**src/rtl/mips32_pkg.sv**
```systemverilog
// Shared encodings for the multi-cycle MIPS32 subset: opcodes, functs, FSM states, ALU ops.
package mips32_pkg;

    localparam logic [5:0] OP_RTYPE = 6'h00;
    localparam logic [5:0] OP_J     = 6'h02;
    localparam logic [5:0] OP_JAL   = 6'h03;
    localparam logic [5:0] OP_BEQ   = 6'h04;
    localparam logic [5:0] OP_BNE   = 6'h05;
    localparam logic [5:0] OP_ORI   = 6'h0D;
    localparam logic [5:0] OP_LUI   = 6'h0F;
    localparam logic [5:0] OP_LW    = 6'h23;
    localparam logic [5:0] OP_SW    = 6'h2B;

    localparam logic [5:0] FN_JR  = 6'h08;
    localparam logic [5:0] FN_ADD = 6'h20;
    localparam logic [5:0] FN_SUB = 6'h22;
    localparam logic [5:0] FN_AND = 6'h24;
    localparam logic [5:0] FN_OR  = 6'h25;
    localparam logic [5:0] FN_SLT = 6'h2A;

    localparam logic [31:0] HALT_WORD = 32'hFFFF_FFFF;

    typedef enum logic [2:0] {
        FETCH,
        DECODE,
        EXECUTE,
        MEM,
        WRITEBACK,
        HALT
    } state_t;

    typedef enum logic [2:0] {
        ALU_ADD,
        ALU_SUB,
        ALU_AND,
        ALU_OR,
        ALU_SLT,
        ALU_LUI
    } alu_op_t;

    function automatic logic [31:0] alu(input alu_op_t op, input logic [31:0] a, input logic [31:0] b);
        logic [31:0] res;
        res = '0;
        case (op)
            ALU_ADD: res = a + b;
            ALU_SUB: res = a - b;
            ALU_AND: res = a & b;
            ALU_OR:  res = a | b;
            ALU_SLT: res = ($signed(a) < $signed(b)) ? 32'd1 : 32'd0;
            ALU_LUI: res = {b[15:0], 16'h0000};
            default: res = '0;
        endcase
        return res;
    endfunction

endpackage

```
**src/rtl/mips32_regfile.sv**
```systemverilog
// 32x32 register file: two asynchronous read ports, one synchronous write port, $0 fixed at zero.
module mips32_regfile
    import mips32_pkg::*;
(
    input  logic        clk,
    input  logic        rst,
    input  logic [4:0]  raddr1,
    input  logic [4:0]  raddr2,
    output logic [31:0] rdata1,
    output logic [31:0] rdata2,
    input  logic        we,
    input  logic [4:0]  waddr,
    input  logic [31:0] wdata
);

    logic [31:0] regs [32];

    always_ff @(posedge clk) begin
        if (rst) begin
            for (int i = 0; i < 32; i++) begin
                regs[i] <= '0;
            end
        end else if (we && (waddr != 5'd0)) begin
            regs[waddr] <= wdata;
        end
    end

    assign rdata1 = (raddr1 == 5'd0) ? 32'd0 : regs[raddr1];
    assign rdata2 = (raddr2 == 5'd0) ? 32'd0 : regs[raddr2];

endmodule

```
**src/rtl/mips32_multicycle.sv**
```systemverilog
// Multi-cycle MIPS32 subset core; instruction and data memories attach through req/ack handshakes.
module mips32_multicycle
    import mips32_pkg::*;
#(
    parameter int PC_WIDTH    = 14,
    parameter int DADDR_WIDTH = 18,
    parameter int RESET_PC    = 0
) (
    input  logic                   clk,
    input  logic                   rst,
    output logic                   imem_req,
    output logic [PC_WIDTH-1:0]    imem_addr,
    input  logic                   imem_ack,
    input  logic [31:0]            imem_rdata,
    output logic                   dmem_req,
    output logic                   dmem_we,
    output logic [DADDR_WIDTH-1:0] dmem_addr,
    output logic [31:0]            dmem_wdata,
    input  logic                   dmem_ack,
    input  logic [31:0]            dmem_rdata,
    output logic                   halted,
    output logic                   illegal,
    output logic [PC_WIDTH-1:0]    pc_out
);

    state_t state, state_next;

    logic [PC_WIDTH-1:0] pc, pc_plus1, target;
    logic [31:0]         ir, a_reg, b_reg, alu_out, mdr;
    // Low for the first cycle after reset so a stale ack from an aborted fetch is never taken.
    logic                req_en;

    logic [5:0]  opcode, funct;
    logic [4:0]  rs, rt, rd;
    logic [31:0] sext_imm, zext_imm, op_b, alu_res;
    logic [31:0] rd1, rd2;
    logic        is_alu_r, is_jr, is_j, is_jal, is_beq, is_bne;
    logic        is_lw, is_sw, is_ori, is_lui, is_illegal, taken;
    alu_op_t     alu_op;

    logic        rf_we;
    logic [4:0]  rf_waddr;
    logic [31:0] rf_wdata;

    assign opcode   = ir[31:26];
    assign rs       = ir[25:21];
    assign rt       = ir[20:16];
    assign rd       = ir[15:11];
    assign funct    = ir[5:0];
    assign sext_imm = {{16{ir[15]}}, ir[15:0]};
    assign zext_imm = {16'h0000, ir[15:0]};
    assign pc_plus1 = pc + PC_WIDTH'(1);

    always_comb begin
        is_alu_r   = 1'b0;
        is_jr      = 1'b0;
        is_j       = 1'b0;
        is_jal     = 1'b0;
        is_beq     = 1'b0;
        is_bne     = 1'b0;
        is_lw      = 1'b0;
        is_sw      = 1'b0;
        is_ori     = 1'b0;
        is_lui     = 1'b0;
        is_illegal = 1'b0;
        alu_op     = ALU_ADD;
        case (opcode)
            OP_RTYPE: begin
                case (funct)
                    FN_ADD:  begin is_alu_r = 1'b1; alu_op = ALU_ADD; end
                    FN_SUB:  begin is_alu_r = 1'b1; alu_op = ALU_SUB; end
                    FN_AND:  begin is_alu_r = 1'b1; alu_op = ALU_AND; end
                    FN_OR:   begin is_alu_r = 1'b1; alu_op = ALU_OR;  end
                    FN_SLT:  begin is_alu_r = 1'b1; alu_op = ALU_SLT; end
                    FN_JR:   is_jr = 1'b1;
                    default: is_illegal = 1'b1;
                endcase
            end
            OP_J:    is_j   = 1'b1;
            OP_JAL:  is_jal = 1'b1;
            OP_BEQ:  is_beq = 1'b1;
            OP_BNE:  is_bne = 1'b1;
            OP_LW:   is_lw  = 1'b1;
            OP_SW:   is_sw  = 1'b1;
            OP_ORI:  begin is_ori = 1'b1; alu_op = ALU_OR;  end
            OP_LUI:  begin is_lui = 1'b1; alu_op = ALU_LUI; end
            default: is_illegal = 1'b1;
        endcase
    end

    assign op_b    = is_alu_r ? b_reg : ((is_ori || is_lui) ? zext_imm : sext_imm);
    assign alu_res = alu(alu_op, a_reg, op_b);
    assign taken   = (is_beq && (a_reg == b_reg)) || (is_bne && (a_reg != b_reg));

    mips32_regfile u_regfile (
        .clk    (clk),
        .rst    (rst),
        .raddr1 (rs),
        .raddr2 (rt),
        .rdata1 (rd1),
        .rdata2 (rd2),
        .we     (rf_we),
        .waddr  (rf_waddr),
        .wdata  (rf_wdata)
    );

    // jal links in EXECUTE so it keeps its three-cycle length; everything else writes in WRITEBACK.
    always_comb begin
        rf_we    = 1'b0;
        rf_waddr = rt;
        rf_wdata = alu_out;
        if (state == EXECUTE && is_jal) begin
            rf_we    = 1'b1;
            rf_waddr = 5'd31;
            rf_wdata = 32'(pc_plus1);
        end else if (state == WRITEBACK) begin
            rf_we = 1'b1;
            if (is_alu_r) rf_waddr = rd;
            if (is_lw)    rf_wdata = mdr;
        end
    end

    always_ff @(posedge clk) begin
        if (rst) begin
            state <= FETCH;
        end else begin
            state <= state_next;
        end
    end

    always_comb begin
        state_next = state;
        case (state)
            FETCH:     if (req_en && imem_ack) state_next = DECODE;
            DECODE:    state_next = (ir == HALT_WORD) ? HALT : EXECUTE;
            EXECUTE: begin
                if (is_lw || is_sw)      state_next = MEM;
                else if (is_alu_r || is_ori || is_lui) state_next = WRITEBACK;
                else                     state_next = FETCH;
            end
            MEM:       if (dmem_ack) state_next = is_lw ? WRITEBACK : FETCH;
            WRITEBACK: state_next = FETCH;
            HALT:      state_next = HALT;
            default:   state_next = FETCH;
        endcase
    end

    always_comb begin
        imem_req = (state == FETCH) && req_en;
        dmem_req = (state == MEM);
        dmem_we  = (state == MEM) && is_sw;
        halted   = (state == HALT);
        illegal  = (state == EXECUTE) && is_illegal;
    end

    assign imem_addr  = pc;
    assign pc_out     = pc;
    assign dmem_addr  = alu_out[DADDR_WIDTH-1:0];
    assign dmem_wdata = b_reg;

    always_ff @(posedge clk) begin
        if (rst) begin
            pc      <= PC_WIDTH'(RESET_PC);
            ir      <= '0;
            a_reg   <= '0;
            b_reg   <= '0;
            alu_out <= '0;
            mdr     <= '0;
            target  <= '0;
            req_en  <= 1'b0;
        end else begin
            req_en <= 1'b1;
            case (state)
                FETCH: begin
                    if (req_en && imem_ack) ir <= imem_rdata;
                end
                DECODE: begin
                    a_reg  <= rd1;
                    b_reg  <= rd2;
                    target <= pc_plus1 + sext_imm[PC_WIDTH-1:0];
                end
                EXECUTE: begin
                    alu_out <= alu_res;
                    if (is_jr)               pc <= a_reg[PC_WIDTH-1:0];
                    else if (is_j || is_jal) pc <= ir[PC_WIDTH-1:0];
                    else if (is_beq || is_bne) pc <= taken ? target : pc_plus1;
                    else if (is_illegal)     pc <= pc_plus1;
                end
                MEM: begin
                    if (dmem_ack) begin
                        mdr <= dmem_rdata;
                        if (is_sw) pc <= pc_plus1;
                    end
                end
                WRITEBACK: pc <= pc_plus1;
                default: ;
            endcase
        end
    end

endmodule

```
**config.mk**
```make
export PLATFORM = sky130hd
export DESIGN_NAME = mips32_multicycle
export DESIGN_NICKNAME = d
export VERILOG_FILES = /design/src/rtl/mips32_pkg.sv /design/src/rtl/mips32_regfile.sv /design/src/rtl/mips32_multicycle.sv
export SDC_FILE = /design/constraint.sdc
export NUM_CORES = 2
export LEC_CHECK = 0
export ABC_CLOCK_PERIOD_IN_PS = 12200
export BUFFER_PORTS_ARGS = -buffer_cell sky130_fd_sc_hd__buf_2
export CAP_MARGIN = 0
export CORE_UTILIZATION = 55
export CTS_BUF_LIST = sky130_fd_sc_hd__clkbuf_8
export DETAILED_ROUTE_END_ITERATION = 7
export PLACE_DENSITY_LB_ADDON = 0.05
export SYNTH_ARGS = -nofsm -noshare
export SYNTH_HDL_FRONTEND = slang
export SYNTH_SLANG_ARGS = --single-unit
```
**constraint.sdc**
```tcl
create_clock -name clk -period 12.2 [get_ports clk]
set_clock_uncertainty 0.2 [all_clocks]
set_input_delay 0.61 -clock clk [delete_from_list [all_inputs] [get_ports clk]]
set_output_delay 0.61 -clock clk [all_outputs]
set_load 0.005 [all_outputs]
```
# After elaboration in Yosys (flattened, before gate mapping)
# Memories as Yosys holds them, arrays and structs flattened. A register that Yosys moved wholly into a read port is not among the register bits.
# Index checks and enable logic that the tools add are counted.
# word_totals
ff_bits	192
mem_bits_rw	1024
mem_count	1
# op_classes
addsub	4
n_lt_le_gt_ge	1
n_eq_ne	31
muxes	58
n_bitwise	2
reduce_logical	30
# mem_list
name	depth	word_bits	read_ports	rd_ports_with_merged_regs	wr	line	rtl
u_regfile.regs	32	32	2	2	32	mips32_regfile.sv:16	logic [31:0] regs [32];
# op_table
cell	n
32-bit 2-to-1 mux	8
32-bit one-hot mux with 6 select lines	1
14-bit 2-to-1 mux	7
6-bit equality test, second input constant	7
14-bit one-hot mux with 3 select lines	1
5-bit 2-to-1 mux	8
32-bit adder	1
32-bit bitwise AND	1
32-bit equality test	1
32-bit equality test, second input constant	1
32-bit < comparator	1
32-bit inequality test	1
32-bit bitwise OR	1
32-bit OR reduction	1
32-bit subtractor	1
1-bit 2-to-1 mux	23
6-bit by 4-bit equality test with 1-bit output, second input constant	3
3-bit 2-to-1 mux	6
3-bit one-hot mux with 5 select lines	1
14-bit by 1-bit adder with 14-bit output, second input constant	1
14-bit adder	1
3-bit by 2-bit equality test with 1-bit output, second input constant	4
3-bit equality test, second input constant	4
6-bit by 2-bit equality test with 1-bit output, second input constant	2
20 further kinds	40

# Longest topological paths before layout
# depth
word_depth	14
depth_mapped	22

# Cells and area by module
# From an unflattened synthesis, not the netlist that was laid out.
# unflattened
cells_unflattened	5852
hier_area_um2	69451.6
# modules_own_cells
module	instances	cells_per_inst	area_each_um2
mips32_regfile	1	3765	54647.4
mips32_multicycle	1	2087	14804.2

# Worst setup path after synthesis
# No wires, ideal clock.
# synth_path
path_kind	reg-to-reg
from	register ir[28]
to	register alu_out[31]
setup_ns	0.114
arrival_ns	4.964
required_ns	11.886
setup_slack_ns	6.922
path_stages_with_launch	22
n_path_buf	5
path_cell_list	dfxtp_1 > buf_2 > nor4_4 > nand3_2 > or2_2 > buf_2 > buf_2 > clkbuf_1 > nand2_1 > clkbuf_1 > o21a_1 > inv_1 > ha_1 > a21o_1 > a31o_2 > a311o_1 > a21o_1 > a211o_1 > or3_1 > a221oi_1 > o21ai_0 > a21o_1
# synth_between
elab_chain_len	7
elab_cells_between_ends	21
# synth_lines
element	line	rtl
start: declaration	mips32_multicycle.sv:29	logic [31:0] ir, a_reg, b_reg, alu_out, mdr;
start signal: assignment	mips32_multicycle.sv:175	if (req_en && imem_ack) ir <= imem_rdata;
6-bit by 4-bit equality test with 1-bit output	mips32_multicycle.sv:67	case (opcode)
1-bit 2-to-1 mux	mips32_multicycle.sv:67	
1-bit logical OR	mips32_multicycle.sv:91	assign op_b = is_alu_r ? b_reg : ((is_ori || is_lui) ? zext_imm : sext_imm);
32-bit 2-to-1 mux (2 in a row)	mips32_multicycle.sv:91	
32-bit subtractor, or another cell as far along	mips32_pkg.sv:46	ALU_SUB: res = a - b;
32-bit one-hot mux with 6 select lines (*)	mips32_pkg.sv:44	case (op)
end signal: assignment	mips32_multicycle.sv:183	alu_out <= alu_res;
end: declaration	mips32_multicycle.sv:29	
# Every way passes the cells marked *; elsewhere a longest branch is shown, timed or not.
# A chain may end at the register's enable or synchronous reset.

==> flow_metrics.env <==
export IMPL_outcome="finished, final reports clean"
export IMPL_antenna_found_initial=10
export IMPL_ir_drop_mv=0.117
export IMPL_synth_top_cells_by_area="edfxtp_1 (46%), mux4_2 (22%), nor2_1 (7.2%), dfxtp_1 (6.1%), clkbuf_1 (2.3%)"
export IMPL_first_pass_iters=6
export IMPL_rrSetupSlack_ns=6.38
export IMPL_timing_hold_ws_ns=0.0749
export IMPL_crit_required_ns=12.36
export IMPL_yosys_area_share_simple_pct=10.9
export IMPL_vias=47000
export IMPL_netlist_area_um2=66200
export IMPL_startpoint="ir[28]"
export IMPL_synth_xor_area_share_pct=0.793
export IMPL_synth_top_flop_cell="edfxtp_1"
export IMPL_cts_tree="yes"
export IMPL_worstSetupStartpointType="register"
export IMPL_synth_most_common_cell="nor2_1"
export IMPL_pwr_share_comb_pct=12.9
export IMPL_grt_pass1_wl_um=324000
export IMPL_finalHoldViolCount=0
export IMPL_final_max_slew_viol_count=0
export IMPL_hp_class="in -> reg"
export IMPL_regMostFlops="u_regfile.regs"
export IMPL_place_port_buffers=150
export IMPL_synthMuxAreaShare_pct=23.6
export IMPL_clk_latency_ns=0.94
export IMPL_drc=0
export IMPL_fin_setup_tns_ns=0
export IMPL_end_kind="register"
export IMPL_htreeDepth=4
export IMPL_worst_r2r_path_depth=9
export IMPL_internal_power_w=0.00697
export IMPL_synth_compound_area_share_pct=6.09
export IMPL_path_clk_slew_ns=0.06
export IMPL_dieArea_um2=122000
export IMPL_finalCritPeriodShare_pct=47.7
export IMPL_cts_buffer_depth=3
export IMPL_syn_avg_cell_area_um2=12.7
export IMPL_vias_per_cell=6.67
export IMPL_rows=126
export IMPL_synth_top_family_by_area="multiplexers"
export IMPL_grt_max_degree=93
export IMPL_p_sw_w=0.00266
export IMPL_multi_input_area_um2=29400
export IMPL_clkSinkCount=1226
export IMPL_routed_wl_um=227000
export IMPL_pin_count=151
export IMPL_grtUsageTotal_pct=37.6
export IMPL_grt_setup_unrepaired="no"
export IMPL_synth_area_leader_cell="edfxtp_1"
export IMPL_largest_reg_flops=1024
export IMPL_ant_nets=0
export IMPL_yosys_warnings=0
export IMPL_synth_distinct_cells=78
export IMPL_synthCells=5230
export IMPL_cp_max_fo=33
export IMPL_r2r_start="ir[28]"
export IMPL_cts_resized=0
export IMPL_crit_end="u_regfile.regs[24][24]"
export IMPL_floorplan_initialDensity_pct=55.8
export IMPL_drive_above_1_share_pct=23.9
export IMPL_grt_pass1_vias=45700
export IMPL_max_freq_ghz=0.172
export IMPL_powerDensity_nw_per_um2=132
export IMPL_root_buffer="clkbuf_8"
export IMPL_finalSetupViolCount=0
export IMPL_synth_top_area_share_pct=46.4
export IMPL_first_iter_violations=6182
export IMPL_rr_endpoint="u_regfile.regs[24][24]"
export IMPL_synth_edf_count=1024
export IMPL_core_area_um2=119000
export IMPL_seqPwrFrac_pct=49.9
export IMPL_arrival_ns=5.99
export IMPL_switching_share_pct=27.6
export IMPL_hpwlAfterDp_um=144000
export IMPL_layout_min_cycle_time_ns=5.82
export IMPL_gr_total_overflow=0
export IMPL_ys_seq_area_share_pct=52.5
export IMPL_worst_pin_slew_ns=1.34
export IMPL_gp_routability_congestion=0.945
export IMPL_max_slew_margin_pct=10.1
export IMPL_drv_cap=0
export IMPL_synth_commonest_cells="nor2_1 (1262), edfxtp_1 (1024), mux4_2 (640)"
export IMPL_syn2layout_area_growth_pct=9.88
export IMPL_die_w_um=349
export IMPL_regArea_um2=34800
export IMPL_synthAdderAreaFrac_pct=2.36
export IMPL_ys_ff_latch=1226
export IMPL_wire_per_inst_um=32.3
export IMPL_fillers=9466
export IMPL_nets=5469
export IMPL_dieHeight_um=349
export IMPL_leakagePower_nw=24.7
export IMPL_path_class="reg -> reg"
export IMPL_cts_buffers=202
export IMPL_clock_power_share_pct=37.1
export IMPL_ys_async_sr_fraction_pct=0
## power by group through the flow
stage          clock network [W]  registers [W]  logic [W]
6_report                 0.00358        0.00481    0.00124
5_1_grt                  0.00378        0.00482    0.00130
4_1_cts                  0.00360        0.00480    0.00122
3_5_place_dp                   0        0.00489    0.00120
3_3_place_gp                   0        0.00488    0.00120
2_1_floorplan                  0        0.00481   0.000812
## routing by layer
layer  GRT usage, %  up-vias  wire, µm  share of wire [%]
met2           59.5     2954    108000                 47
met3           9.25      463     25600                 11
met4           15.4        4      9670                4.3
met1           50.0    24000     84500                 37
met5              0        -        27              0.012
li1               -    19700         -                  -
## worst min path at each step
stage                    endpoint       from  cells after the start  slack (ns)
floorplan               target[5]  target[5]                      2        0.23
global placement          mdr[13]    mdr[13]                      2        0.24
detailed placement        mdr[23]    mdr[23]                      2        0.25
CTS                      state[2]   imem_ack                      5        0.01
global route        dmem_wdata[3]        rst                      2        0.09
finish                   state[2]   imem_ack                      5        0.07
## cell usage in the layout, fill, tap and decap left out, types with 20 or more instances in the layout
| cell | count |
|---|---|
| nand4_1 | 22 |
| inv_1 | 161 |
| clkinv_2 | 29 |
| nand2_1 | 272 |
| a31oi_1 | 26 |
| o21a_1 | 22 |
| a21oi_1 | 274 |
| mux2i_1 | 97 |
| mux4_2 | 640 |
| nor2_1 | 1260 |
| ha_1 | 120 |
| nor3_1 | 33 |
| a211oi_1 | 22 |
| mux2_2 | 22 |
| buf_4 | 112 |
| nand2_2 | 62 |
| nand3_1 | 26 |
| dfxtp_1 | 192 |
| dlygate4sd3_1 | 65 |
| o221ai_1 | 20 |
| o211ai_1 | 22 |
| clkinv_1 | 56 |
| xnor2_1 | 24 |
| a21o_1 | 24 |
| edfxtp_1 | 1024 |
| clkbuf_8 | 212 |
| xor2_1 | 36 |
| o21ai_0 | 87 |
| conb_1 | 32 |
| buf_2 | 149 |
## logic make-up after synthesis
| group | after synthesis |
|---|---|
| xor+xnor | 60 |
| buf+inv | 625 |
| mux | 759 |
| compound gates | 646 |
| other cells | 1 |
| fa+ha+maj | 123 |
| simple gates | 1790 |
| flops | 1226 |
## timing repair
action	in CTS	in global routing
setup buffers	0	0
endpoints found under the hold margin	77	0
hold buffers	65	0
## critical path, stage by stage, from the launching register on
cell	delay [ns]
dfxtp_1	0.40
nor4_4	0.41
nand3_2	0.24
nor3_4	0.56
mux2i_1	0.41
nand2_1	0.20
nor3_1	0.65
and3b_1	0.38
nand2_2	0.82
nand2_2	0.93
## area by class of cell
type / instances / share of cell area (%)
antenna: 4 / 0.0138
multi-input combinational: 3410 / 40.3
timing repair buffer: 329 / 3.15
tap: 1600 / 2.75
clock buffer: 211 / 3.99
sequential: 1226 / 47.9
inverter: 109 / 0.564
clock inverter: 158 / 1.34
## per-stage QoR
| step | worst slack [ns] | utilization (%) | instance area [µm²] | cells | total power, W |
|---|---|---|---|---|---|
| 2_1_floorplan | 6.92 | - | 66400 | 5261 | 0.00562 |
| 3_3_place_gp | 6.62 | 57.5 | 68200 | 6609 | 0.00608 |
| 3_5_place_dp | 6.58 | 57.5 | 68200 | 6609 | 0.00609 |
| 4_1_cts | 6.53 | 61.3 | 72800 | 7043 | 0.00963 |
| 5_1_grt | 6.19 | 61.3 | 72800 | 7046 | 0.00990 |
| 6_report | 6.38 | 61.3 | 72800 | 7047 | 0.00963 |
(Power assumes the default switching activity.)
